===== src/rtl/cordic_mux_pkg.sv =====
// Shared definitions for the CORDIC channel selector / demultiplexer pair.
// Select coding is common to the 3:1 selector and the 1:3 demux.
package cordic_mux_pkg;

  // Destination / source select codes
  localparam logic [1:0] SEL_NONE = 2'b00;
  localparam logic [1:0] SEL_CH0  = 2'b01;
  localparam logic [1:0] SEL_CH1  = 2'b10;
  localparam logic [1:0] SEL_CH2  = 2'b11;

  localparam int NUM_CH     = 3;
  localparam int DROP_CNT_W = 16;

  // One-entry output slot occupancy
  typedef enum logic {
    SLOT_EMPTY = 1'b0,
    SLOT_FULL  = 1'b1
  } slot_state_e;

  // Select code to one-hot channel mask; SEL_NONE targets no channel
  function automatic logic [NUM_CH-1:0] sel_onehot(input logic [1:0] sel);
    logic [NUM_CH-1:0] oh;
    oh = '0;
    case (sel)
      SEL_CH0: oh = 3'b001;
      SEL_CH1: oh = 3'b010;
      SEL_CH2: oh = 3'b100;
      default: oh = '0;
    endcase
    return oh;
  endfunction

  // Saturating increment for the drop counter
  function automatic logic [DROP_CNT_W-1:0] sat_inc(input logic [DROP_CNT_W-1:0] v);
    return (v == {DROP_CNT_W{1'b1}}) ? v : v + 1'b1;
  endfunction

endpackage


===== src/rtl/demux_slot.sv =====
// One-entry valid/ready register stage: load, drain, stall.
// The parent only asserts load when room is high, so FULL+load
// always coincides with a drain and the slot stays FULL.
module demux_slot
  import cordic_mux_pkg::*;
#(
  parameter int W = 32
) (
  input  logic         clk,
  input  logic         rst,
  input  logic         load,
  input  logic [W-1:0] din,
  input  logic         ready,
  output logic         valid,
  output logic         room,
  output logic [W-1:0] data
);

  slot_state_e state_q, state_d;

  // Occupancy register
  always_ff @(posedge clk) begin
    if (rst) state_q <= SLOT_EMPTY;
    else     state_q <= state_d;
  end

  // Next occupancy: load fills, drain without load empties
  always_comb begin
    state_d = state_q;
    case (state_q)
      SLOT_EMPTY: if (load)           state_d = SLOT_FULL;
      SLOT_FULL:  if (!load && ready) state_d = SLOT_EMPTY;
      default:                        state_d = SLOT_EMPTY;
    endcase
  end

  // Handshake outputs; room is combinational from downstream ready
  always_comb begin
    valid = (state_q == SLOT_FULL);
    room  = (state_q == SLOT_EMPTY) || ready;
  end

  // Data register only moves on load, so it holds through a stall
  always_ff @(posedge clk) begin
    if (rst)       data <= '0;
    else if (load) data <= din;
  end

endmodule


===== src/rtl/demux_1x3_reg.sv =====
// Registered 1:3 demultiplexer with per-channel one-entry output slots.
// Optional: define DEMUX_DROP_CNT_EN to add a saturating count of
// words accepted with the SEL_NONE code (drop_count port).
module demux_1x3_reg
  import cordic_mux_pkg::*;
#(
  parameter int W = 32
) (
  input  logic                  clk,
  input  logic                  rst,
  input  logic                  in_valid,
  output logic                  in_ready,
  input  logic [1:0]            select,
  input  logic [W-1:0]          data_in,
  output logic                  ch_0_valid,
  output logic                  ch_1_valid,
  output logic                  ch_2_valid,
  input  logic                  ch_0_ready,
  input  logic                  ch_1_ready,
  input  logic                  ch_2_ready,
  output logic [W-1:0]          ch_0_data,
  output logic [W-1:0]          ch_1_data,
  output logic [W-1:0]          ch_2_data
`ifdef DEMUX_DROP_CNT_EN
  ,
  output logic [DROP_CNT_W-1:0] drop_count
`endif
);

  logic [NUM_CH-1:0]        sel_oh;
  logic [NUM_CH-1:0]        slot_load;
  logic [NUM_CH-1:0]        slot_ready;
  logic [NUM_CH-1:0]        slot_valid;
  logic [NUM_CH-1:0]        slot_room;
  logic [NUM_CH-1:0][W-1:0] slot_data;
  logic                     xfer;

  assign slot_ready = {ch_2_ready, ch_1_ready, ch_0_ready};

  // Select decode and in_ready mux; SEL_NONE always accepts
  always_comb begin
    sel_oh   = sel_onehot(select);
    in_ready = 1'b1;
    case (select)
      SEL_CH0: in_ready = slot_room[0];
      SEL_CH1: in_ready = slot_room[1];
      SEL_CH2: in_ready = slot_room[2];
      default: in_ready = 1'b1;
    endcase
    xfer      = in_valid && in_ready;
    slot_load = xfer ? sel_oh : '0;
  end

  for (genvar i = 0; i < NUM_CH; i++) begin : g_slot
    demux_slot #(.W(W)) u_slot (
      .clk   (clk),
      .rst   (rst),
      .load  (slot_load[i]),
      .din   (data_in),
      .ready (slot_ready[i]),
      .valid (slot_valid[i]),
      .room  (slot_room[i]),
      .data  (slot_data[i])
    );
  end

  assign ch_0_valid = slot_valid[0];
  assign ch_1_valid = slot_valid[1];
  assign ch_2_valid = slot_valid[2];
  assign ch_0_data  = slot_data[0];
  assign ch_1_data  = slot_data[1];
  assign ch_2_data  = slot_data[2];

`ifdef DEMUX_DROP_CNT_EN
  // Saturating count of discarded (SEL_NONE) transfers
  always_ff @(posedge clk) begin
    if (rst)                             drop_count <= '0;
    else if (xfer && select == SEL_NONE) drop_count <= sat_inc(drop_count);
  end
`endif

endmodule

===== config.mk =====
export PLATFORM = sky130hd
export DESIGN_NAME = demux_1x3_reg
export DESIGN_NICKNAME = d
export VERILOG_FILES = /design/src/rtl/cordic_mux_pkg.sv /design/src/rtl/demux_slot.sv /design/src/rtl/demux_1x3_reg.sv
export SDC_FILE = /design/constraint.sdc
export NUM_CORES = 1
export LEC_CHECK = 0
export ABC_CLOCK_PERIOD_IN_PS = 4000
export CORE_MARGIN = 2
export CORE_UTILIZATION = 48
export CTS_CLUSTER_DIAMETER = 60
export DETAILED_ROUTE_END_ITERATION = 8
export GPL_ROUTABILITY_DRIVEN = 0
export PLACE_DENSITY = 0.95
export SKIP_CTS_REPAIR_TIMING = 1
export SLEW_MARGIN = 20
export SYNTH_ARGS = -nofsm -noshare
export SYNTH_HDL_FRONTEND = slang
export SYNTH_SLANG_ARGS = --single-unit

===== constraint.sdc =====
create_clock -name clk -period 4 [get_ports clk]
set_input_delay 0.6 -clock clk [delete_from_list [all_inputs] [get_ports clk]]
set_output_delay 0.6 -clock clk [all_outputs]
set_load 0.01 [all_outputs]

## After elaboration in Yosys (flattened, before gate mapping)

Cells that the tools add are included.

- Register bits: 99
- Input bits: 40
- Word-level logic and storage cells: 34

- Eq/ne operators: 3
- Multiplexer cells: 12
- Bitwise gates (word level): 3
- Reductions and logical operators: 10

Operators with widths:

| kind | count |
|---|---|
| case mux 3 bit (3 select lines) | 1 |
| two-way mux 1 bit | 6 |
| case mux 1 bit (2 select lines) | 3 |
| equality test 2 bit, second input constant | 2 |
| logical AND 1 bit | 4 |
| logical NOT 1 bit | 3 |
| logical OR 1 bit | 3 |
| two-way mux 3 bit | 1 |
| NOT 1 bit | 3 |
| case mux 1 bit (3 select lines) | 1 |
| equality test 2 x 1 -> 1 bit, second input constant | 1 |

## Logic depth before layout (Yosys ltp)

- Depth after elaboration: 9
- Mapped depth: 5

## Cells and area by module

A second synthesis with hierarchy kept.

- Cells, all modules: 332
- Area total of the unflattened synthesis: 3673.5 um^2

By module, submodules not included:

| module | times used | cells an instance | area each (um^2) | sequential area each (um^2) |
|---|---|---|---|---|
| demux_slot | 3 | 108 | 1204.9 | 660.6 |
| demux_1x3_reg | 1 | 8 | 58.8 | 0.0 |

## Worst setup path after synthesis

Ideal clock, no wire load.

- Path kind: in2out
- From: input port select[1]
- To: output port in_ready
- Arrival time: 1.125 ns
- Path slack: 2.275 ns
- Cell stages on the path: 3
- Buffers on the path: 1
- Cell sequence: clkbuf_1 > nor2b_1 > a22oi_1

- Longest elaborated chain between the ends: 2
- Elaborated cells between the ends (all ways): 4
- Those cells by class: eq/ne (3); mux (1)

RTL lines:

| item | line | text |
|---|---|---|
| from (decl) | demux_1x3_reg.sv:13 | `input logic [1:0] select,` |
| equality test 2 bit or equality test 2 x 1 -> 1 bit (tied branches) | demux_1x3_reg.sv:44 | `case (select)` |
| case mux 1 bit (3 select lines) * | demux_1x3_reg.sv:44 |  |
| to (decl) | demux_1x3_reg.sv:12 | `output logic in_ready,` |

Mark *: on every way between the ends. The rest lies on a longest branch, timed or not.

## Worst setup path in the final report

- From: input port ch_2_ready
- To: output port in_ready

- Longest elaborated chain between the ends: 2

RTL lines:

| item | line | text |
|---|---|---|
| from (decl) | demux_1x3_reg.sv:20 | `input logic ch_2_ready,` |
| logical OR 1 bit | demux_slot.sv:40 | `room = (state_q == SLOT_EMPTY) \|\| ready;` |
| case mux 1 bit (3 select lines) | demux_1x3_reg.sv:44 |  |

No other way between the ends.

==> out/summary.md <==
Between clock sinks in the finished design, the worst skew comes to 0.0169 ns. Detailed placement finished with a half-perimeter wire length of 6.18 mm. Clock slew at the register clock pins of the worst setup and hold paths: 0.09 ns. The routed length per placed instance is 14.7 microns, and the final hold violation count is 0.

Post-synthesis sequential element count: 99. For the count of synthesis-stage warnings from yosys, the log shows 0. The synthesized design spends more area on one cell type than any other, namely sky130_fd_sc_hd__dfxtp_1. Count of standard-cell rows: 33. The run finished with clean final reports.

The max-slew violation count is 0. For the core occupancy in the finished layout, the log shows 69.0%. TritonCTS built the clock tree. The sum of buffers and inverters on the critical path is 2, and the iteration count of the initial detailed-routing pass is 4.

For this run, the slowest stage of the critical path takes 0.56 ns. The area fraction of the dominant cell type after synthesis was 49.7%. Counting the fill cells in the layout gives 609.

The synthesized area divided by synthesized cell count is 11.0 sq um, and the clock net sink count is 99. The clock passes through at most 2 buffers. Detailed routing placed a total of 642 microns of wire on met3. In this run the tool buffered the top-level ports with 139 buffer cells.

Traced cell by cell, the critical path runs through clkdlybuf4s50_1 > nand2b_1 > mux2i_1 > a22oi_1 > clkdlybuf4s50_1. Measured against its own limit, the worst slew margin works out to 39.8%. Entering global routing, the biggest net connects 70 pins. The area growth from synthesis to layout is 40.7%. Critical-path cell with the highest stage delay: sky130_fd_sc_hd__clkdlybuf4s50_1. The detailed router used layers up to and including met4. In this run, CTS created clock tree buffers numbering 9.

In this run the power density over the cells is 349 nW/um^2. STA classifies the critical path endpoint as an output port. The number of nets handed over by synthesis was 403. Setup repair after global routing left no endpoint under its margin. The vias per cell was 4.84; the routed length on met2 was 4.37 mm.

Global routing finished with a remaining overflow of 0. For this configuration, the core starts out at a cell density of 49.0%. The tools report the worst ir drop on vdd as 205 uV.

For this run, the post-layout net count is 530. The setup path with the least slack is of type in2out. For this block, wires on met1 add up to 3.76 mm. After detailed routing, the total wire length is 8.83 mm. The category of cells accounting for the largest share of critical-path delay was buffers and inverters.

In this run the worst path has a maximum fanout of 3. Setup total negative slack on the finished layout was measured at 0 ns. The run gives 0 as the initial antenna violation count. The mapped netlist covers 3990 sq um. The worst path in the final design needs a cycle of 2.71 ns, including I/O delays and setup. The die is 95.2 microns wide. The tools report the count of unique library cells instantiated by Yosys as 17. For this block, the initial DRC count from the detailed router was 76.

The most repeated library cell on the critical path was sky130_fd_sc_hd__clkdlybuf4s50_1. Proportion of layout cells with a drive suffix above 1: 4.85%. STA puts the critical path data arrival time at 2.11 ns. The clock latency reported for the late side of the worst-skew pair came out at 0.35 ns. Setup violations remaining at the end of the flow were counted as 0. The logs give 0 for the count of unresolved DRC violations after routing and 0 for the remaining number of nets flagged by the antenna check after routing. STA classifies the critical path startpoint as an input pin. The floorplan step set the die height to 95.2 microns. Yosys attributes the largest share of cell area to sky130_fd_sc_hd__dfxtp_1, sky130_fd_sc_hd__mux2i_1, sky130_fd_sc_hd__nand2b_1. The die area came out at 9060 sq um.

Of the available clock period, the critical path in the final layout requires 67.8%. The total of max-cap violations was 0. For this design the static power due to leakage is 2.33 nW. Sequential cells were found to cover 49.7% of the synthesized design area. The I/O pin count was 140; the number of antenna cells inserted was 0.

The measured slew at the worst slew-check pin was 0.904 ns. The via count of the first global-routing pass came out at 2911. The core region is 8130 sq um. The maximum level of the CTS H-tree is 3. The global-route wire length before repair came out at 13.8 mm. The logs give 3.40 ns for the data required time at the worst endpoint and 19.5% for the global router's overall resource usage. The detailed router placed 2901 vias in this run. The tree is rooted in a sky130_fd_sc_hd__clkbuf_8. The achievable clock frequency came out at 0.369 GHz. The worst min-delay path category is reg2reg. The count of mapped cells out of synthesis was 363.
final cells by class:
cell class	count	area [sq um]	area share, %
Tap cell	105	131	2.34
Multi-Input combinational cell	239	1880	33.5
Timing Repair Buffer	141	1400	25.0
Sequential cell	99	1980	35.3
Clock buffer	12	165	2.94
Clock inverter	4	56.3	1.00
stage by stage:
stage                     hold WS (ns)  std cells  setup WS, ns  power [mW]  cell area [sq um]
after detailed placement         0.462        584          1.30        1.31               5390
final                            0.476        600          1.29        1.96               5610
after floorplan                  0.493        363          2.28        1.18               3990
after global placement           0.459        584          1.31        1.30               5390
after CTS                        0.478        600          1.29        1.98               5610
after global routing             0.490        600          1.24        2.04               5610
routing by layer:
metal | global-route usage (%) | up-vias
met3 | 6.32 | 8
li1 | - | 1451
met2 | 32.8 | 84
met1 | 23.8 | 1358
met5 | 0 | -
met4 | 6.04 | 0
worst register-to-register path: cells and delay by family (launching register included):
kind,cells,cell delay (ns)
DFF,1,0.33
buffers and inverters,1,0.50
and+or+nand+nor,2,0.77
muxes,1,0.17
layout by cell type (no fill, tap or decap), drive strengths merged:
cell	n
a21oi	2
a22oi	1
and4b	1
buf	3
bufinv	1
clkbuf	12
clkdlybuf4s50	138
clkinv	2
dfxtp	99
inv	1
mux2i	97
nand2	1
nand2b	130
nand4	1
nand4b	1
nor2b	2
nor3	1
o21ba	1
or3	1
worst paths after layout:
check | from | end | slack [ns] | depth (start not counted)
setup / recovery | ch_2_ready | in_ready | 1.29 | 5
setup reg to reg | g_slot[2].u_slot.valid | g_slot[2].u_slot.data[1] | 2.09 | 4
hold / removal | g_slot[1].u_slot.data[28] | g_slot[1].u_slot.data[28] | 0.48 | 2
hold reg to reg | g_slot[1].u_slot.data[28] | g_slot[1].u_slot.data[28] | 0.48 | 2
logic make-up after synthesis:
family,share of synthesized area [%]
mux,24.3
flops,49.7
compound gates,0.690
buf+inv,3.29
simple gates,22.0
synthesized netlist by cell type:
master                       n
sky130_fd_sc_hd__buf_4       3
sky130_fd_sc_hd__a21oi_1     2
sky130_fd_sc_hd__dfxtp_1    99
sky130_fd_sc_hd__or3_1       1
sky130_fd_sc_hd__mux2i_1    97
sky130_fd_sc_hd__a22oi_1     1
sky130_fd_sc_hd__buf_6       3
sky130_fd_sc_hd__buf_2       3
sky130_fd_sc_hd__nand2b_1  130
sky130_fd_sc_hd__and4b_1     1
sky130_fd_sc_hd__clkbuf_1   16
sky130_fd_sc_hd__o21ba_2     1
sky130_fd_sc_hd__nand4b_1    1
sky130_fd_sc_hd__nand4_2     1
sky130_fd_sc_hd__nor2b_1     2
sky130_fd_sc_hd__nor3_2      1
sky130_fd_sc_hd__nand2_1     1
power breakdown:
group / leakage [nW] / internal [mW] / switching, mW / total (mW)
sequential: 0.805 / 1.02 / 0.0190 / 1.04
combinational: 1.42 / 0.146 / 0.100 / 0.246
clock: 0.113 / 0.345 / 0.331 / 0.676
total: 2.33 / 1.51 / 0.450 / 1.96
sequential cells by signal, indices dropped and copies added, names as in the netlist:
| signal | cells |
|---|---|
| g_slot.u_slot.valid | 3 |
| g_slot.u_slot.data | 96 |
Note: power is estimated with default switching activity, not from simulation.
